==> config.mk <==
export PLATFORM = sky130hd
export DESIGN_NAME = regfile_access_ctrl
export DESIGN_NICKNAME = d
export VERILOG_FILES = /design/src/rtl/rf_pkg.sv /design/src/rtl/regfile_access_ctrl.sv
export SDC_FILE = /design/constraint.sdc
export NUM_CORES = 1
export LEC_CHECK = 0
export ABC_AREA = 1
export BUFFER_PORTS_ARGS = -buffer_cell sky130_fd_sc_hd__buf_2
export CORE_MARGIN = 5
export CORE_UTILIZATION = 37
export CTS_CLUSTER_SIZE = 16
export DETAILED_ROUTE_END_ITERATION = 10
export PLACE_DENSITY_LB_ADDON = 0.25
export SLEW_MARGIN = 20
export SYNTH_ARGS = -nofsm -noshare
export SYNTH_HDL_FRONTEND = slang
export SYNTH_SLANG_ARGS = --single-unit
export TNS_END_PERCENT = 10
==> constraint.sdc <==
create_clock -name clk -period 1.67 [get_ports clk]
set_input_delay 0.0835 -clock clk [delete_from_list [all_inputs] [get_ports clk]]
set_output_delay 0.0835 -clock clk [all_outputs]
set_load 0.01 [all_outputs]
==> src/rtl/rf_pkg.sv <==
// rtl/rf_pkg.sv - shared widths, register-zero constant and sequencer state encoding
package rf_pkg;
  localparam int DW = 16;
  localparam int AW = 3;
  localparam logic [AW-1:0] REG_ZERO = 3'd0;

  typedef enum logic [2:0] {
    S_IDLE = 3'd0,
    S_READ = 3'd1,
    S_WAIT = 3'd2,
    S_EXEC = 3'd3,
    S_WB   = 3'd4
  } state_e;

  function automatic logic wb_needed(input logic wb, input logic [AW-1:0] rd);
    return wb && (rd != REG_ZERO);
  endfunction
endpackage

==> src/rtl/regfile_access_ctrl.sv <==
// rtl/regfile_access_ctrl.sv - one-instruction-at-a-time register file read/execute/writeback sequencer
module regfile_access_ctrl
  import rf_pkg::*;
(
  input  logic          clk,
  input  logic          rst,
  input  logic          req_valid,
  output logic          req_ready,
  input  logic [AW-1:0] req_rs,
  input  logic [AW-1:0] req_rt,
  input  logic [AW-1:0] req_rd,
  input  logic          req_wb,
  output logic          op_valid,
  output logic [DW-1:0] op_a,
  output logic [DW-1:0] op_b,
  input  logic          res_valid,
  input  logic [DW-1:0] res_data,
  output logic          done,
  output logic [AW-1:0] ra1,
  output logic [AW-1:0] ra2,
  input  logic [DW-1:0] rd1,
  input  logic [DW-1:0] rd2,
  output logic [AW-1:0] wa,
  output logic [DW-1:0] wd,
  output logic          RegWrite
);

  state_e        state_q, state_d;
  logic [AW-1:0] ra1_q, ra1_d, ra2_q, ra2_d, wa_q, wa_d, rd_q, rd_d;
  logic          wb_q, wb_d, op_valid_q, op_valid_d, done_q, done_d, regwrite_q, regwrite_d;
  logic [DW-1:0] op_a_q, op_a_d, op_b_q, op_b_d, wd_q, wd_d;

  always_ff @(posedge clk) begin
    if (rst) begin
      state_q    <= S_IDLE;
      ra1_q      <= '0;
      ra2_q      <= '0;
      wa_q       <= '0;
      rd_q       <= '0;
      wb_q       <= 1'b0;
      op_valid_q <= 1'b0;
      done_q     <= 1'b0;
      regwrite_q <= 1'b0;
      op_a_q     <= '0;
      op_b_q     <= '0;
      wd_q       <= '0;
    end else begin
      state_q    <= state_d;
      ra1_q      <= ra1_d;
      ra2_q      <= ra2_d;
      wa_q       <= wa_d;
      rd_q       <= rd_d;
      wb_q       <= wb_d;
      op_valid_q <= op_valid_d;
      done_q     <= done_d;
      regwrite_q <= regwrite_d;
      op_a_q     <= op_a_d;
      op_b_q     <= op_b_d;
      wd_q       <= wd_d;
    end
  end

  // done and RegWrite default low so each is a single-cycle pulse
  always_comb begin
    state_d    = state_q;
    ra1_d      = ra1_q;
    ra2_d      = ra2_q;
    wa_d       = wa_q;
    rd_d       = rd_q;
    wb_d       = wb_q;
    op_valid_d = op_valid_q;
    op_a_d     = op_a_q;
    op_b_d     = op_b_q;
    wd_d       = wd_q;
    done_d     = 1'b0;
    regwrite_d = 1'b0;
    case (state_q)
      S_IDLE: begin
        if (req_valid) begin
          ra1_d   = req_rs;
          ra2_d   = req_rt;
          rd_d    = req_rd;
          wb_d    = req_wb;
          state_d = S_READ;
        end
      end
      S_READ: state_d = S_WAIT;
      S_WAIT: begin
        op_a_d     = rd1;
        op_b_d     = rd2;
        op_valid_d = 1'b1;
        state_d    = S_EXEC;
      end
      S_EXEC: begin
        if (res_valid) begin
          wd_d       = res_data;
          wa_d       = rd_q;
          op_valid_d = 1'b0;
          if (wb_needed(wb_q, rd_q)) begin
            regwrite_d = 1'b1;
            state_d    = S_WB;
          end else begin
            done_d  = 1'b1;
            state_d = S_IDLE;
          end
        end
      end
      S_WB: begin
        done_d  = 1'b1;
        state_d = S_IDLE;
      end
      default: state_d = S_IDLE;
    endcase
  end

  assign req_ready = (state_q == S_IDLE);
  assign op_valid  = op_valid_q;
  assign op_a      = op_a_q;
  assign op_b      = op_b_q;
  assign done      = done_q;
  assign ra1       = ra1_q;
  assign ra2       = ra2_q;
  assign wa        = wa_q;
  assign wd        = wd_q;
  assign RegWrite  = regwrite_q;

endmodule

==> results_dict.tcl, run 1 <==
set metrics [dict create \
    critPathSlowestCell "dfxtp_1" \
    status "completed" \
    holdWs_ps 7.39 \
    seq_area_frac_synth_pct 52.8 \
    place_congestion 0.758 \
    worstPathCellList "nand2_2 > nor2_4 > nand2_2 > buf_12 > nand2_1 > nand2_1 > nor2_1" \
    cp.required_ps 1920 \
    hold_buffers 27 \
    cts_root_buf "clkbuf_8" \
    synth_top_cell_area_share_pct 52.8 \
    avgSynthCellArea_um2 7.27 \
    drt_iter0_drc 121 \
    drc 0 \
    grt.overflow.total 0 \
    drive_above_1_share_pct 29.7 \
    grt_pass1_vias 2488 \
    cts_buffers 9 \
    wirelength_um 6720 \
    nets 559 \
    arrival_ps 1600 \
    hold_viol_final 0 \
    max_freq_mhz 739 \
    drtPass1Iterations 4 \
    chipWidth_um 92.8 \
    die_area_um2 8620 \
    cts_setup_buffers 0 \
    area_delta_synth_final_pct 43.8 \
    io-pin-count 123 \
    cp-start-kind "flip-flop" \
    skew_ps 6.11 \
    grt_pass1_wl_um 11200 \
    ir_worst_vdd_uv 394 \
    netlist_instances 349 \
    grtUsageTotal_pct 16.0 \
    hpwlAfterDp_um 4680 \
    path_class "flip-flop to flip-flop" \
    slowest_delay_ps 420 \
    start_util_pct 37.8 \
    die_h_um 92.8 \
    htreeDepth 3 \
    synth_warnings 0 \
    numPortBuffers 122 \
    powerDensity_nw_per_um2 1010 \
    ys_ff_latch 67 \
    syn-num-nets 411 \
    fin_crit_sh_pct 81.0 \
    timing.slew.headroom_pct 79.6 \
    coreArea_um2 6720 \
    endpoint_kind "flip-flop" \
    p_leak_uw 0.00192 \
    hold_path_class "input port to flip-flop" \
    drt-vias-per-instance 4.39 \
    power.total_uw 3670 \
    clkPwrFrac_pct 30.8 \
    period_needed_ps 1350 \
    clkLatencyLatePin_ps 320 \
    slew_viol_final 0 \
    num_rows 30 \
    vias 2552 \
    n_antenna_cell 0 \
    finalSetupViolCount 0 \
    netlist-cell-type-count 22 \
    antenna_found_initial 0 \
    pwr-share-seq_pct 49.5 \
    netlist_area_um2 2540 \
    share_comb_of_total_power_pct 19.7 \
    synth_top_cell_by_area "dfxtp_1" \
    wire_per_inst_um 11.6 \
    p_int_uw 2630 \
    ant_nets 0 \
    clockBufferDepth 2 \
    p_sw_share_pct 28.3 \
    fin_tns_setup_ps 0 \
    path_max_fanout 30 \
    maxCapViolCount 0 \
    cts.sinks 67 \
    grt_max_degree 37 \
    cts.clk_slew.worst_paths_ps 70 \
    yosys-top-cells-area "dfxtp_1 53%, nor2_1 17%, nand2_1 8.7%" \
    p_switching_uw 1040 \
    worstMarginPinSlew_ps 306 \
    post_cts_resized 0 \
    cts_tree "built" \
    rsz0062_at_grt "no" \
]
==> power by group through the flow <==
stage | clock (µW) | combinational, µW | sequential (µW)
6_report | 1130 | 722 | 1820
5_1_grt | 1270 | 821 | 1830
4_1_cts | 1180 | 731 | 1820
3_5_place_dp | 0 | 680 | 1850
3_3_place_gp | 0 | 666 | 1850
2_1_floorplan | 0 | 340 | 1910
==> worst paths after layout <==
| check | slack, ps | to | start | cells after the start |
|---|---|---|---|---|
| setup / recovery | 320 | wd[4] | state_q[1] | 7 |
| hold / removal | 7 | rd_q[0] | req_rd[0] | 3 |
| hold reg to reg | 460 | wd[15] | wd[15] | 2 |
| setup reg to reg | 320 | wd[4] | state_q[1] | 7 |
==> cells in the final DEF (no fill, tap or decap), drive strengths merged <==
cell and instances:
nand3b 1, nor3 3, nand2 62, dlygate4sd3 28, buf 128, clkinv 3, dfxtp 67, nor2 119
clkbuf 12, o21ai 32, nand3 7, a21oi 7, nand4 1, inv 31
==> per-stage QoR <==
step           area [µm²]  setup slack, ps  utilization, %  cells
2_1_floorplan        2540              519               -    349
3_3_place_gp         3210              364            47.8    538
3_5_place_dp         3210              317            47.8    538
4_1_cts              3640              309            54.2    580
5_1_grt              3650              173            54.3    581
6_report             3650              318            54.3    581
==> cells by family (layout without fill, tap and decap cells) <==
kind of cell / count (synthesis) / count (layout) / synth area share (%)
and+or+nand+nor: 193 / 193 / 30.6
DFF: 67 / 67 / 52.8
buffers and inverters: 50 / 202 / 8.92
AOI/OAI and AO/OA: 39 / 39 / 7.69
==> per-layer routing <==
layer  wire (µm)  share of wire (%)  up-vias  GRT usage, %
li1            -                  -     1356             -
met1        2860                 42     1123          18.4
met2        3420                 51       64          28.7
met3         358                5.3        9          3.49
met4          87                1.3        0          6.11
met5           0                  0        -             0
==> cell type report <==
class / count / area, µm²
Clock buffer: 12 / 145
Clock inverter: 3 / 15.0
Fill cell: 660 / 3070
Tap cell: 80 / 100
Sequential cell: 67 / 1340
Timing Repair Buffer: 156 / 961
Multi-Input combinational cell: 232 / 971
Inverter: 31 / 116
==> flip-flops by register name (all words and copies together) (netlist names), 3 cells and up <==
register	cells
state_q	3
wd	16
wa	3
op_b	16
ra1	3
ra2	3
op_a	16
rd_q	3
==> worst max-delay path, delay by kind of cell, from the launching register on <==
| family | cells | cell delay (ps) |
|---|---|---|
| AND/OR/NAND/NOR | 6 | 630 |
| flip-flops | 1 | 420 |
| buffers and inverters | 1 | 210 |
==> Yosys cell counts, drive strengths merged <==
cell	count
o21ai	32
dfxtp	67
nor3	3
nand2	62
clkbuf	8
a21oi	7
nand3b	1
buf	11
inv	31
nor2	119
nand3	7
nand4	1
No activity file was read; power rests on OpenSTA's default activity.
==> run 2, diff against run 1 <==
--- a/config.mk
+++ b/config.mk
@@ -5,7 +5,7 @@
 export SDC_FILE = /design/constraint.sdc
 export NUM_CORES = 1
 export LEC_CHECK = 0
-export ABC_AREA = 1
+export ABC_AREA = 0
 export BUFFER_PORTS_ARGS = -buffer_cell sky130_fd_sc_hd__buf_2
 export CORE_MARGIN = 5
 export CORE_UTILIZATION = 37
==> constraint.sdc (replaced) <==
create_clock -name clk -period 1.2 [get_ports clk]
set_input_delay 0.06 -clock clk [delete_from_list [all_inputs] [get_ports clk]]
set_output_delay 0.06 -clock clk [all_outputs]
set_load 0.01 [all_outputs]
==> run 2 against run 1 <==
Setup slack lost 400 ps. Critical path type unchanged. Largest cell class is now non-clock buffers. Power rose by 34%. Design area grew 10%. The flow now finishes with violations (setup timing).
==> results_dict.tcl, run 2 <==
set metrics [dict create \
    finish.utilization_pct 63.7 \
    grtUsageMet1_pct 19.1 \
    slew_viol_final 0 \
    hold_depth 2 \
    period_needed_ps 1290 \
    grt_pass1_wl_um 11600 \
    cts.sinks 67 \
    cp.required_ps 1400 \
    final_area_um2 4020 \
    synth_warnings 0 \
    die_h_um 90.6 \
    arrival_ps 1490 \
    grt.met2_usage_pct 28.8 \
    pre_cts_ws_ps -85.4 \
    synth_edf_count 0 \
    place_congestion 0.695 \
    pwr-share-seq_pct 48.3 \
    yosys-top-cells-area "dfxtp_1 56%, nand2_1 19%, a21oi_1 13%" \
    start_util_pct 38.0 \
    path_max_fanout 32 \
    nets 542 \
    clkPwrFrac_pct 35.6 \
    drt_iter0_drc 53 \
    synthFlopType "dfxtp_1" \
    htreeDepth 3 \
    n_antenna_cell 0 \
    hpwlAfterDp_um 4230 \
    timing.slew.headroom_pct 68.2 \
    hold_viol_final 0 \
    mostFrequentLayoutCells "123 x buf_2, 122 x nand2_1, 64 x dfxtp_1, 58 x dlygate4sd3_1, 54 x a21oi_1" \
    syn-num-nets 355 \
    io-pin-count 123 \
    share_comb_of_total_power_pct 16.1 \
    p_sw_share_pct 24.1 \
    cts_root_buf "clkbuf_8" \
    rsz0062_at_grt "yes" \
    finalSetupViolCount 42 \
    netlist-cell-type-count 20 \
    coreArea_um2 6310 \
    netlist_area_um2 2400 \
    synth_top_cell_by_area "dfxtp_1" \
    setup_ws_ps -86.8 \
    drc 0 \
    cp-start-kind "flip-flop" \
    drive_above_1_share_pct 35.6 \
    grt_max_degree 36 \
    numPortBuffers 122 \
    grt_pass1_vias 2518 \
    hold_path_class "input port to flip-flop" \
    fin_tns_setup_ps -1200 \
    path_class "flip-flop to flip-flop" \
    drtPass1Iterations 4 \
    synth_top_cell_area_share_pct 55.9 \
    seq_area_frac_synth_pct 55.9 \
    netlist_instances 293 \
    drt-vias-per-instance 4.63 \
    antenna_found_initial 0 \
    maxCapViolCount 0 \
    fin_crit_sh_pct 107 \
    area_delta_synth_final_pct 67.4 \
    skew_ps 5.08 \
    avgSynthCellArea_um2 8.19 \
    layout_commonest_cell "buf_2" \
    wirelength_um 7360 \
    p_switching_uw 1190 \
    clockBufferDepth 2 \
    grtUsageMet3_pct 5.58 \
    endpoint_kind "flip-flop" \
    p_int_uw 3740 \
    rrSetupSlack_ps -90 \
    grt.overflow.total 0 \
    worstMarginPinSlew_ps 474 \
    ant_nets 0 \
    vias 2594 \
    stdcell_count 560 \
    num_rows 29 \
    status "finished with violations" \
    die_area_um2 8200 \
    cts.clk_slew.worst_paths_ps 70 \
    place_area_um2 3120 \
    async_reset_ff_share_pct 0 \
    p_leak_uw 0.00180 \
    yosysMostFrequentCell "nand2_1" \
    cts_buffers 9 \
    wire_per_inst_um 13.1 \
    r2r_cells 4 \
    violations "setup timing" \
    top_usage_layer "met2" \
    ys_ff_latch 67 \
    chipWidth_um 90.6 \
    synth_common_cells "123 x nand2_1, 67 x dfxtp_1, 63 x a21oi_1" \
    ir_worst_vdd_uv 767 \
    dp_cells 483 \
    powerDensity_nw_per_um2 1230 \
    grtUsageTotal_pct 17.0 \
    max_freq_mhz 777 \
    cts_tree "built" \
    clkLatencyLatePin_ps 320 \
]
[run 2: changes by cell type after synthesis, moves of 3 or more]
cell     previous run  this run
o21ai_0            29         0
o21ai_1             3         0
a21oi_1             7        63
nor2_1            117         3
nand3_1             7         0
inv_1              30         0
nand2_1            59       123
nor3_1              1         4
[run 2: layer usage]
metal / part of all wire, % / wire (µm) / vias to the layer above
met5: 0 / 0 / -
met4: 1.7 / 123 / 0
li1: - / - / 1325
met1: 41 / 3020 / 1176
met2: 50 / 3690 / 80
met3: 7.1 / 526 / 13
[run 2: cell type report]
type | count | area [µm²]
sequential | 67 | 1350
tap | 77 | 96.3
multi-input combinational | 204 | 973
clock inverter | 3 | 40.0
timing repair buffer | 198 | 1420
clock buffer | 11 | 141
fill | 546 | 2290
[run 2: final timing paths]
path	from	endpoint
worst min-delay path	rst	done
worst max-delay path	state_q[2]	op_b[11]
worst max register to register	state_q[2]	op_b[11]
worst min register to register	wd[9]	wd[9]
[run 2: what timing repair did]
action                                 in CTS  in global routing
cloned                                      1                  1
endpoints found under the hold margin      58                  0
setup buffers                               3                  1
setup endpoints to repair                  62                 65
pin swaps                                   5                  1
resized for setup                          13                 14
hold buffers                               58                  0
[run 2: logic make-up (layout without fill, tap and decap cells)]
logic type | Yosys count | in the layout | synth area share, %
DFF | 67 | 67 | 55.9
buffers and inverters | 22 | 212 | 5.84
and+or+nand+nor | 139 | 139 | 24.5
AOI/OAI and AO/OA | 65 | 65 | 13.8
[run 2: metrics by stage]
stage	total power (µW)	hold slack [ps]
6_report	4930	70.3
5_1_grt	5140	77.9
4_1_cts	4980	37.3
3_5_place_dp	3010	306
3_3_place_gp	3000	300
2_1_floorplan	2750	196
[run 2: power groups by stage]
| stage | logic (µW) | clock network [µW] | registers [µW] |
|---|---|---|---|
| finish | 792 | 1760 | 2380 |
| global route | 868 | 1890 | 2390 |
| CTS | 768 | 1830 | 2380 |
| detailed placement | 585 | 0 | 2430 |
| global placement | 577 | 0 | 2430 |
| floorplan | 285 | 0 | 2460 |
[run 2: critical path: stages, from the launching register on]
cell	delay (ps)
dfxtp_4	360
or3b_1	430
buf_12	190
nand2_1	110
a21oi_2	70
